--- src/rtl/trap_pkg.sv ---
// Shared definitions for the machine-mode trap sequencer: cause codes,
// CSR bit positions and the sequencer state encoding.
package trap_pkg;

    localparam logic [31:0] CAUSE_MISALIGN = 32'h0000_0000;
    localparam logic [31:0] CAUSE_ILLEGAL  = 32'h0000_0002;
    localparam logic [31:0] CAUSE_BREAK    = 32'h0000_0003;
    localparam logic [31:0] CAUSE_ECALL_M  = 32'h0000_000B;
    localparam logic [31:0] CAUSE_MTI      = 32'h8000_0007;
    localparam logic [31:0] CAUSE_MEI      = 32'h8000_000B;

    localparam int unsigned MSTATUS_MIE = 3;
    localparam int unsigned MIE_MTIE    = 7;
    localparam int unsigned MIE_MEIE    = 11;

    typedef enum logic [1:0] {
        ST_IDLE     = 2'd0,
        ST_ENTER    = 2'd1,
        ST_RET      = 2'd2,
        ST_REDIRECT = 2'd3
    } trap_state_e;

endpackage

--- src/rtl/irq_sync.sv ---
// Multi-flop synchronizer for a level-sensitive asynchronous interrupt line,
// cleared asynchronously by the active-low reset.
module irq_sync #(
    parameter int unsigned SYNC_STAGES = 2
) (
    input  logic clk,
    input  logic reset_x,
    input  logic d_async,
    output logic q_sync
);

    logic [SYNC_STAGES-1:0] sync_q;
    logic [SYNC_STAGES-1:0] sync_d;

    always_comb begin
        sync_d = {sync_q[SYNC_STAGES-2:0], d_async};
    end

    always_ff @(posedge clk or negedge reset_x) begin
        if (!reset_x) begin
            sync_q <= '0;
        end else begin
            sync_q <= sync_d;
        end
    end

    assign q_sync = sync_q[SYNC_STAGES-1];

endmodule

--- src/rtl/trap_ctrl.sv ---
// Trap sequencer: prioritises exceptions, interrupts and mret from execute,
// strobes the CSR file and redirects fetch, stalling the pipe meanwhile.
module trap_ctrl
    import trap_pkg::*;
#(
    parameter bit          VECTORED_EN = 1'b1,
    parameter int unsigned SYNC_STAGES = 2
) (
    input  logic        clk,
    input  logic        reset_x,
    input  logic        instr_valid,
    input  logic [31:0] pc_ex,
    input  logic        ecall_req,
    input  logic        ebreak_req,
    input  logic        illegal_req,
    input  logic        misalign_req,
    input  logic        mret_req,
    input  logic        ext_irq_async,
    input  logic        timer_irq,
    input  logic [31:0] mstatus,
    input  logic [31:0] mie,
    input  logic [31:0] mtvec,
    input  logic [31:0] mepc,
    output logic        ecall,
    output logic        mret,
    output logic [31:0] mepc_in,
    output logic [31:0] mcause_in,
    output logic        redirect_valid,
    output logic [31:0] redirect_pc,
    output logic        stall,
    output logic        flush
);

    logic ext_sync;

    irq_sync #(
        .SYNC_STAGES(SYNC_STAGES)
    ) u_irq_sync (
        .clk    (clk),
        .reset_x(reset_x),
        .d_async(ext_irq_async),
        .q_sync (ext_sync)
    );

    trap_state_e state_q, state_d;
    logic [31:0] target_q, target_d;
    logic [31:0] mepc_in_q, mepc_in_d;
    logic [31:0] mcause_in_q, mcause_in_d;
    logic [31:0] redirect_pc_q, redirect_pc_d;
    logic        ecall_q, ecall_d;
    logic        mret_q, mret_d;
    logic        redirect_valid_q, redirect_valid_d;
    logic        stall_q, stall_d;
    logic        flush_q, flush_d;

    logic        ext_en, tmr_en;
    logic        trap_sel, is_irq;
    logic [31:0] cause;
    logic [31:0] base_tgt, entry_tgt;

    logic unused_csr_bits;
    assign unused_csr_bits = ^{mstatus[31:4], mstatus[2:0], mie[31:12], mie[10:8], mie[6:0]};

    always_comb begin
        ext_en = mstatus[MSTATUS_MIE] & mie[MIE_MEIE] & ext_sync;
        tmr_en = mstatus[MSTATUS_MIE] & mie[MIE_MTIE] & timer_irq;

        trap_sel = 1'b1;
        is_irq   = 1'b0;
        cause    = '0;
        if (ext_en) begin
            cause  = CAUSE_MEI;
            is_irq = 1'b1;
        end else if (tmr_en) begin
            cause  = CAUSE_MTI;
            is_irq = 1'b1;
        end else if (misalign_req) begin
            cause = CAUSE_MISALIGN;
        end else if (illegal_req) begin
            cause = CAUSE_ILLEGAL;
        end else if (ebreak_req) begin
            cause = CAUSE_BREAK;
        end else if (ecall_req) begin
            cause = CAUSE_ECALL_M;
        end else begin
            trap_sel = 1'b0;
        end

        // 4*cause[30:0] truncated to 32 bits keeps only cause[29:0]
        base_tgt  = {mtvec[31:2], 2'b00};
        entry_tgt = base_tgt;
        if (VECTORED_EN && is_irq && (mtvec[1:0] == 2'b01)) begin
            entry_tgt = base_tgt + {cause[29:0], 2'b00};
        end
    end

    always_comb begin
        state_d       = state_q;
        target_d      = target_q;
        mepc_in_d     = mepc_in_q;
        mcause_in_d   = mcause_in_q;
        redirect_pc_d = redirect_pc_q;

        unique case (state_q)
            ST_IDLE: begin
                if (instr_valid) begin
                    if (trap_sel) begin
                        state_d     = ST_ENTER;
                        mepc_in_d   = pc_ex;
                        mcause_in_d = cause;
                        target_d    = entry_tgt;
                    end else if (mret_req) begin
                        state_d  = ST_RET;
                        target_d = mepc;
                    end
                end
            end
            ST_ENTER, ST_RET: begin
                state_d       = ST_REDIRECT;
                redirect_pc_d = target_q;
            end
            ST_REDIRECT: begin
                state_d = ST_IDLE;
            end
            default: begin
                state_d = ST_IDLE;
            end
        endcase

        // Outputs are registered, so decode them from the state being entered
        ecall_d          = (state_d == ST_ENTER);
        mret_d           = (state_d == ST_RET);
        flush_d          = (state_d == ST_ENTER) || (state_d == ST_RET);
        redirect_valid_d = (state_d == ST_REDIRECT);
        stall_d          = (state_d != ST_IDLE);
    end

    always_ff @(posedge clk or negedge reset_x) begin
        if (!reset_x) begin
            state_q          <= ST_IDLE;
            target_q         <= '0;
            mepc_in_q        <= '0;
            mcause_in_q      <= '0;
            redirect_pc_q    <= '0;
            ecall_q          <= 1'b0;
            mret_q           <= 1'b0;
            redirect_valid_q <= 1'b0;
            stall_q          <= 1'b0;
            flush_q          <= 1'b0;
        end else begin
            state_q          <= state_d;
            target_q         <= target_d;
            mepc_in_q        <= mepc_in_d;
            mcause_in_q      <= mcause_in_d;
            redirect_pc_q    <= redirect_pc_d;
            ecall_q          <= ecall_d;
            mret_q           <= mret_d;
            redirect_valid_q <= redirect_valid_d;
            stall_q          <= stall_d;
            flush_q          <= flush_d;
        end
    end

    assign ecall          = ecall_q;
    assign mret           = mret_q;
    assign mepc_in        = mepc_in_q;
    assign mcause_in      = mcause_in_q;
    assign redirect_valid = redirect_valid_q;
    assign redirect_pc    = redirect_pc_q;
    assign stall          = stall_q;
    assign flush          = flush_q;

endmodule

--- config.mk ---
export PLATFORM = sky130hd
export DESIGN_NAME = trap_ctrl
export DESIGN_NICKNAME = d
export VERILOG_FILES = /design/src/rtl/trap_pkg.sv /design/src/rtl/irq_sync.sv /design/src/rtl/trap_ctrl.sv
export SDC_FILE = /design/constraint.sdc
export NUM_CORES = 1
export LEC_CHECK = 0
export CORE_ASPECT_RATIO = 1.4
export CORE_MARGIN = 5
export CORE_UTILIZATION = 41
export CTS_CLUSTER_SIZE = 12
export DETAILED_ROUTE_END_ITERATION = 12
export GPL_TIMING_DRIVEN = 0
export MAX_ROUTING_LAYER = met4
export PLACE_DENSITY_LB_ADDON = 0.15
export SYNTH_ARGS = -nofsm -noshare
export SYNTH_HDL_FRONTEND = slang
export SYNTH_HIERARCHICAL = 1
export SYNTH_SLANG_ARGS = --single-unit
--- constraint.sdc ---
create_clock -name clk -period 3.1 [get_ports clk]
set_input_delay 0.31 -clock clk [delete_from_list [all_inputs] [get_ports clk]]
set_output_delay 0.31 -clock clk [all_outputs]
set_load 0.1 [all_outputs]
# ---- Word level (Yosys, flattened, before mapping)
# Cells that the tools add are included.
dict set report totals {
  regBits 137
  input_bits 170
  output_inout_bits 101
}
dict set report classes {
  addsub 1
  n_eq_ne 7
  n_mux 21
  bitwise_logic 4
  n_reduce_logical 8
}
# operator count
set ops {}
lappend ops {{$mux 32} 5}
lappend ops {{$add 32x32->32} 1}
lappend ops {{$mux 4} 4}
lappend ops {{$eq 2x2->1 const B} 4}
lappend ops {{$mux 1} 8}
lappend ops {{$eq 2x1->1 const B} 3}
lappend ops {{$mux 2} 3}
lappend ops {{$pmux 2 s3} 1}
lappend ops {{$reduce_and 3->1} 2}
lappend ops {{$and 1x1->1} 4}
lappend ops {{$reduce_bool 2->1} 2}
lappend ops {{$logic_not 2->1} 1}
lappend ops {{$reduce_or 2->1} 1}
lappend ops {{$logic_and 1x1->1} 1}
lappend ops {{$logic_or 1x1->1} 1}

# ---- Depth between registers and ports, before layout
dict set report logic_depth {
  ltp_word 11
  ltp_mapped 12
  mapped_depth_nobuf 11
}

# ---- Modules after synthesis
# The synthesis kept the hierarchy.
# mod n_inst cells_per_inst area_per_inst_um2 seq_area_each_um2
set by_module_without_submodules {}
lappend by_module_without_submodules {trap_ctrl 1 547 5333.9 2702.6}
lappend by_module_without_submodules {irq_sync 1 2 50.0 50.0}

# ---- Least setup slack after synthesis
# No wires, ideal clock.
dict set report synth_timing {
  path_kind {register to register}
  startpoint {register u_irq_sync.sync_q[1]}
  endpoint {register target_q[10]}
  setup_ps 74
  arrival_time_ps 2619
  t_required_ps 3026
  path_slack_ps 407
  path_stages_with_launch 12
  n_path_buf 0
  period_less_slack_ps 2693
  cell_sequence {dfrtp_1 a22o_1 nand2_1 o31ai_1 ha_1 inv_1 fa_1 nand2b_1 a21o_1 or4_1 a31o_1 o21ai_2}
}
dict set report synth_via {
  elab_chain_len 5
}
# item line_no
set synth_rtl {}
lappend synth_rtl {{start, declared} irq_sync.sv:12} ;# logic [SYNC_STAGES-1:0] sync_q;
lappend synth_rtl {{start signal, assigned} irq_sync.sv:23} ;# sync_q <= sync_d;
lappend synth_rtl {{$and 1x1->1} trap_ctrl.sv:65} ;# ext_en = mstatus[MSTATUS_MIE] & mie[MIE_MEIE] & ext_sync;
lappend synth_rtl {{$mux 32} trap_ctrl.sv:71} ;# if (ext_en) begin
lappend synth_rtl {{named net cause[0]} trap_ctrl.sv:58} ;# logic [31:0] cause;
lappend synth_rtl {{$add 32x32->32} trap_ctrl.sv:93} ;# entry_tgt = base_tgt + {cause[29:0], 2'b00};
lappend synth_rtl {{$mux 32} trap_ctrl.sv:92} ;# if (VECTORED_EN && is_irq && (mtvec[1:0] == 2'b01)) begin
lappend synth_rtl {{$mux 32} trap_ctrl.sv:107} ;# if (trap_sel) begin
lappend synth_rtl {{end signal, assigned} trap_ctrl.sv:152} ;# target_q <= target_d;
lappend synth_rtl {{end, declared} trap_ctrl.sv:46} ;# logic [31:0] target_q, target_d;
# The timed path passes the listed nets, and every way through them passes these cells.
# A chain may end at the register's enable or synchronous reset.

# ---- Worst setup path after layout
dict set report layout_timing {
  startpoint {input timer_irq}
  endpoint {register target_q[10]}
}
dict set report layout_via {
  elab_chain_len 6
}
# item line_no
set layout_rtl {}
lappend layout_rtl {{start, declared} trap_ctrl.sv:19} ;# input logic timer_irq,
lappend layout_rtl {{$and 1x1->1} trap_ctrl.sv:66} ;# tmr_en = mstatus[MSTATUS_MIE] & mie[MIE_MTIE] & timer_irq;
lappend layout_rtl {{$mux 32} trap_ctrl.sv:74} ;# end else if (tmr_en) begin
lappend layout_rtl {{$mux 32} trap_ctrl.sv:71}
lappend layout_rtl {{named net cause[0]} trap_ctrl.sv:58}
lappend layout_rtl {{$add 32x32->32} trap_ctrl.sv:93}
lappend layout_rtl {{$mux 32} trap_ctrl.sv:92}
lappend layout_rtl {{$mux 32} trap_ctrl.sv:107}
# The timed path passes the listed nets, and every way through them passes these cells.

==> out/results.md <==
| Quantity | Reported | Unit |
|:---|:---|:---|
| Classification of the worst setup path | in -> reg | - |
| EDFF count, synth | 0 | - |
| Number of nets with antenna violations after detailed routing | 0 | - |
| Clk sinks | 110 | - |
| Via count | 4740 | - |
| Clock-pin slew on the worst setup and hold paths | 80 | ps |
| Setup TNS | 0 | ps |
| Outcome | finished, violations left | - |
| Core occupancy in the finished layout | 0.6091 | - |
| Average instance area after synthesis | 9.807 | µm² |
| Detail-routed net length per standard cell | 17.23 | µm |
| Initial Utilization | 0.4182 | - |
| First-pass GRT wire length | 25710 | µm |
| Library cell occupying the most area in the post-synthesis netlist | sky130_fd_sc_hd__dfrtp_1 | - |
| Worst hold-check slack | -17.10 | ps |
| Ports | 271 | - |
| Fraction of the mapped netlist area in simple logic gates | 0.1806 | - |
| Proportion of netlist area held by the largest area contributor | 0.5113 | - |
| Number of port buffers | 180 | - |
| Total Die Area | 15560 | µm² |
| Period minus WS final | 2973 | ps |
| Inst Count DP | 909 | - |
| Iteration count of the initial detailed-routing pass | 4 | - |
| Number of global-route vias before repair | 5258 | - |
| Antenna cell count | 0 | - |
| Crit end category | flop | - |
| Flop and latch count out of synthesis | 110 | - |
| Pwr/cell area | 1222 | nW/µm² |
| Cell types occupying the most area after synthesis | sky130_fd_sc_hd__dfrtp_1, sky130_fd_sc_hd__nand2_1, sky130_fd_sc_hd__mux2_2 | - |
| Static leakage power | 0.003472 | µW |
| Number of H-tree levels | 3 | - |
| Combinational family with the most area after synthesis | simple AND/OR/NAND/NOR gates | - |
| Share of synthesized area spent on multiplexers | 0.06693 | - |
| Final slew viol count | 0 | - |
| Max VDD drop | 766.1 | µV |
| Vias per cell | 5.119 | - |
| Detailed placement HPWL | 12570 | µm |
| Maximum number of pins on one net before global-route repair | 64 | - |
| Overall track demand over capacity in global routing | 0.2137 | - |
| Synth-to-Final Area Change | 45.67 | % |
| Required time of the critical path | 3380 | ps |
| Hold violation count in the final report | 10 | - |
| Dominant register cell in the synthesized netlist | sky130_fd_sc_hd__dfrtp_1 | - |
| Max FO, Critical Path | 6 | - |
| Async set-or-reset flop fraction in the synthesized netlist | 1.000 | - |
| Sequential cell area fraction in the yosys report | 0.5113 | - |
| Number of warnings printed during yosys synthesis | 6 | - |
| Area of the core | 12870 | µm² |
| Post-layout worst setup margin | 126.8 | ps |
| Clock latency at the later pin of the worst-skew pair | 340 | ps |
| Horizontal die dimension | 106.9 | µm |
| Max-capacitance violation count | 0 | - |
| Overall die height | 145.6 | µm |
| Standard-cell row count | 49 | - |
| Number of setup violations in the final report | 0 | - |
| Layout cells sized above 1 | 0.1307 | - |
| Pre-CTS worst setup slack | -630.5 | ps |
| Library cell used as clock root buffer | sky130_fd_sc_hd__clkbuf_16 | - |
| Clock buffer count from CTS | 9 | - |
| Routability cong. | 0.9062 | - |
| Final #Nets | 949 | - |
| Post-Synth XOR/XNOR Area | 0.03904 | - |
| Post-synthesis instance area | 5384 | µm² |
| Worst hold-check path type | in -> async | - |
| Arrival time reported for the critical path endpoint | 3250 | ps |
| DRC errors left | 0 | - |
| RSZ-0062 raised after global routing | no | - |
| Post-route insts no fill | 926 | - |
| Kind of launch point of the worst setup path | input pin | - |
| Transition time at the pin with the least slew margin | 1025 | ps |
| Complex-gate fraction of the synthesized area | 0.1048 | - |
| Initial antenna violation count | 0 | - |
| Clock buffer depth | 2 | - |
| Skew final | 6.269 | ps |
| Achievable clock frequency | 336.3 | MHz |
| WL final | 15960 | µm |
| TritonCTS clock tree | built | - |
| Ratio of final minimum period to clock period | 0.9591 | - |
| Distinct cell type count after synthesis | 55 | - |
| Cell count after synthesis | 549 | - |
| Slew headroom | 0.3145 | - |
| Total overflow reported by the global router | 0 | - |
| Violations in the final reports | hold timing | - |
| Post-Synth Adder-Cell Area | 0.02696 | - |
| Iter 0 DRT Violations | 198 | - |
==> worst paths after layout <==
| check | start | end | slack, ps | depth (start not counted) |
|---|---|---|---|---|
| min in group clk | u_irq_sync/sync_q[0] | u_irq_sync/sync_q[1] | 350 | 0 |
| max | timer_irq | target_q[10] | 130 | 12 |
| max reg2reg | u_irq_sync/sync_q[1] | target_q[10] | 240 | 11 |
| min reg2reg | u_irq_sync/sync_q[0] | u_irq_sync/sync_q[1] | 350 | 0 |
| min | reset_x | redirect_pc[29] | -20 | 1 |
| max in group asynchronous | reset_x | mcause_in[31] | 2370 | 2 |
==> synth_stat cells, drive strengths merged (4+ instances only) <==
| cell | n |
|---|---|
| dfrtp | 110 |
| nand4 | 5 |
| clkbuf | 19 |
| buf | 36 |
| o22ai | 9 |
| nor4 | 11 |
| nor2 | 19 |
| a21oi | 16 |
| o21ai | 19 |
| o31ai | 5 |
| o211ai | 4 |
| nand2 | 131 |
| xnor2 | 22 |
| nor3 | 10 |
| inv | 13 |
| mux2 | 32 |
| a22oi | 13 |
| nand3 | 23 |
| ha | 10 |
==> power by group <==
part	total (µW)	switching [µW]	internal, µW
logic	6070	4470	1600
clock network	1110	534	572
registers	2410	318	2090
==> final cells by class <==
class	count	area, µm²
Buffer	55	331.6
Clock buffer	12	246.5
Timing Repair Buffer	182	1834
Inverter	13	48.80
Clock inverter	4	31.28
Fill cell	1162	5032
Sequential cell	110	2753
Tap cell	153	191.4
Multi-Input combinational cell	397	2406
==> kinds of logic (layout without fill, tap and decap cells) <==
family | count (synthesis) | after routing
and+or+nand+nor | 218 | 218
DFF | 110 | 110
AOI/OAI and AO/OA | 85 | 85
buffers and inverters | 68 | 266
muxes | 32 | 32
xor gates and xnor gates | 24 | 24
adders and majority gates | 11 | 11
other | 1 | 27
==> routing by layer <==
layer / share of wire / vias to the layer above / global-route usage
met5: 0 / - / -
met4: 0.030 / 0 / 0.07997
met3: 0.068 / 34 / 0.05237
met2: 0.50 / 194 / 0.3575
met1: 0.40 / 2245 / 0.2471
li1: - / 2267 / -
==> sequential cells by signal, summed over array words and instances, names as in the netlist <==
name,cells
state_q,2
stall,1
mepc_in,32
target_q,32
ecall,1
mret,1
mcause_in,5
redirect_pc,32
redirect_valid,1
flush,1
u_irq_sync/sync_q,2
==> repair_timing <==
| item | in CTS | in global routing |
|---|---|---|
| pin swaps | 1 | 1 |
| setup buffers | 0 | 1 |
| endpoints found under the setup margin | 21 | 12 |
| resized for setup | 10 | 4 |
| gates cloned | 0 | 0 |
| hold buffers | 0 | 0 |
==> cell usage in the layout, fill, tap and decap left out, types with 2 or more instances in the layout <==
cell,count
sky130_fd_sc_hd__o32ai_1,2
sky130_fd_sc_hd__o22ai_1,9
sky130_fd_sc_hd__nor3_1,10
sky130_fd_sc_hd__a22oi_1,13
sky130_fd_sc_hd__a32oi_1,2
sky130_fd_sc_hd__nor2_1,19
sky130_fd_sc_hd__a21o_1,3
sky130_fd_sc_hd__o31ai_1,4
sky130_fd_sc_hd__xnor2_1,22
sky130_fd_sc_hd__clkbuf_2,2
sky130_fd_sc_hd__nor4_1,7
sky130_fd_sc_hd__nor4_2,3
sky130_fd_sc_hd__buf_4,30
sky130_fd_sc_hd__nand4_1,4
sky130_fd_sc_hd__clkdlybuf4s50_1,179
sky130_fd_sc_hd__xor2_1,2
sky130_fd_sc_hd__nand3_1,23
sky130_fd_sc_hd__and3_1,3
sky130_fd_sc_hd__buf_2,8
sky130_fd_sc_hd__and4_1,3
sky130_fd_sc_hd__conb_1,27
sky130_fd_sc_hd__or4_1,2
sky130_fd_sc_hd__dfrtp_1,110
sky130_fd_sc_hd__mux2_2,32
sky130_fd_sc_hd__clkinvlp_4,3
sky130_fd_sc_hd__clkbuf_16,9
sky130_fd_sc_hd__nand2b_1,2
sky130_fd_sc_hd__o21ai_0,17
sky130_fd_sc_hd__clkbuf_1,18
sky130_fd_sc_hd__o211ai_1,4
sky130_fd_sc_hd__a21oi_1,15
sky130_fd_sc_hd__and2_1,3
sky130_fd_sc_hd__a211oi_1,2
sky130_fd_sc_hd__inv_1,12
sky130_fd_sc_hd__ha_1,9
sky130_fd_sc_hd__nand2_1,130
==> critical path, stage by stage <==
cell	delay [ps]
sky130_fd_sc_hd__clkdlybuf4s50_1	530
sky130_fd_sc_hd__a22o_4	210
sky130_fd_sc_hd__nand2_2	110
sky130_fd_sc_hd__o31ai_2	110
sky130_fd_sc_hd__ha_2	250
sky130_fd_sc_hd__inv_1	50
sky130_fd_sc_hd__fa_1	390
sky130_fd_sc_hd__nand2b_1	180
sky130_fd_sc_hd__a21o_1	240
sky130_fd_sc_hd__or4_1	520
sky130_fd_sc_hd__a31o_1	250
sky130_fd_sc_hd__o21ai_2	100
==> metrics by stage <==
stage	total power (µW)	instance area (µm²)	hold WS, ps
finish	9583	7843	-17.10
global route	10050	7843	29.31
CTS	9665	7819	7.198
detailed placement	8527	7500	339.6
global placement	8428	7475	337.4
floorplan	6993	5482	14.41
No activity file was read; power rests on OpenSTA's default activity.
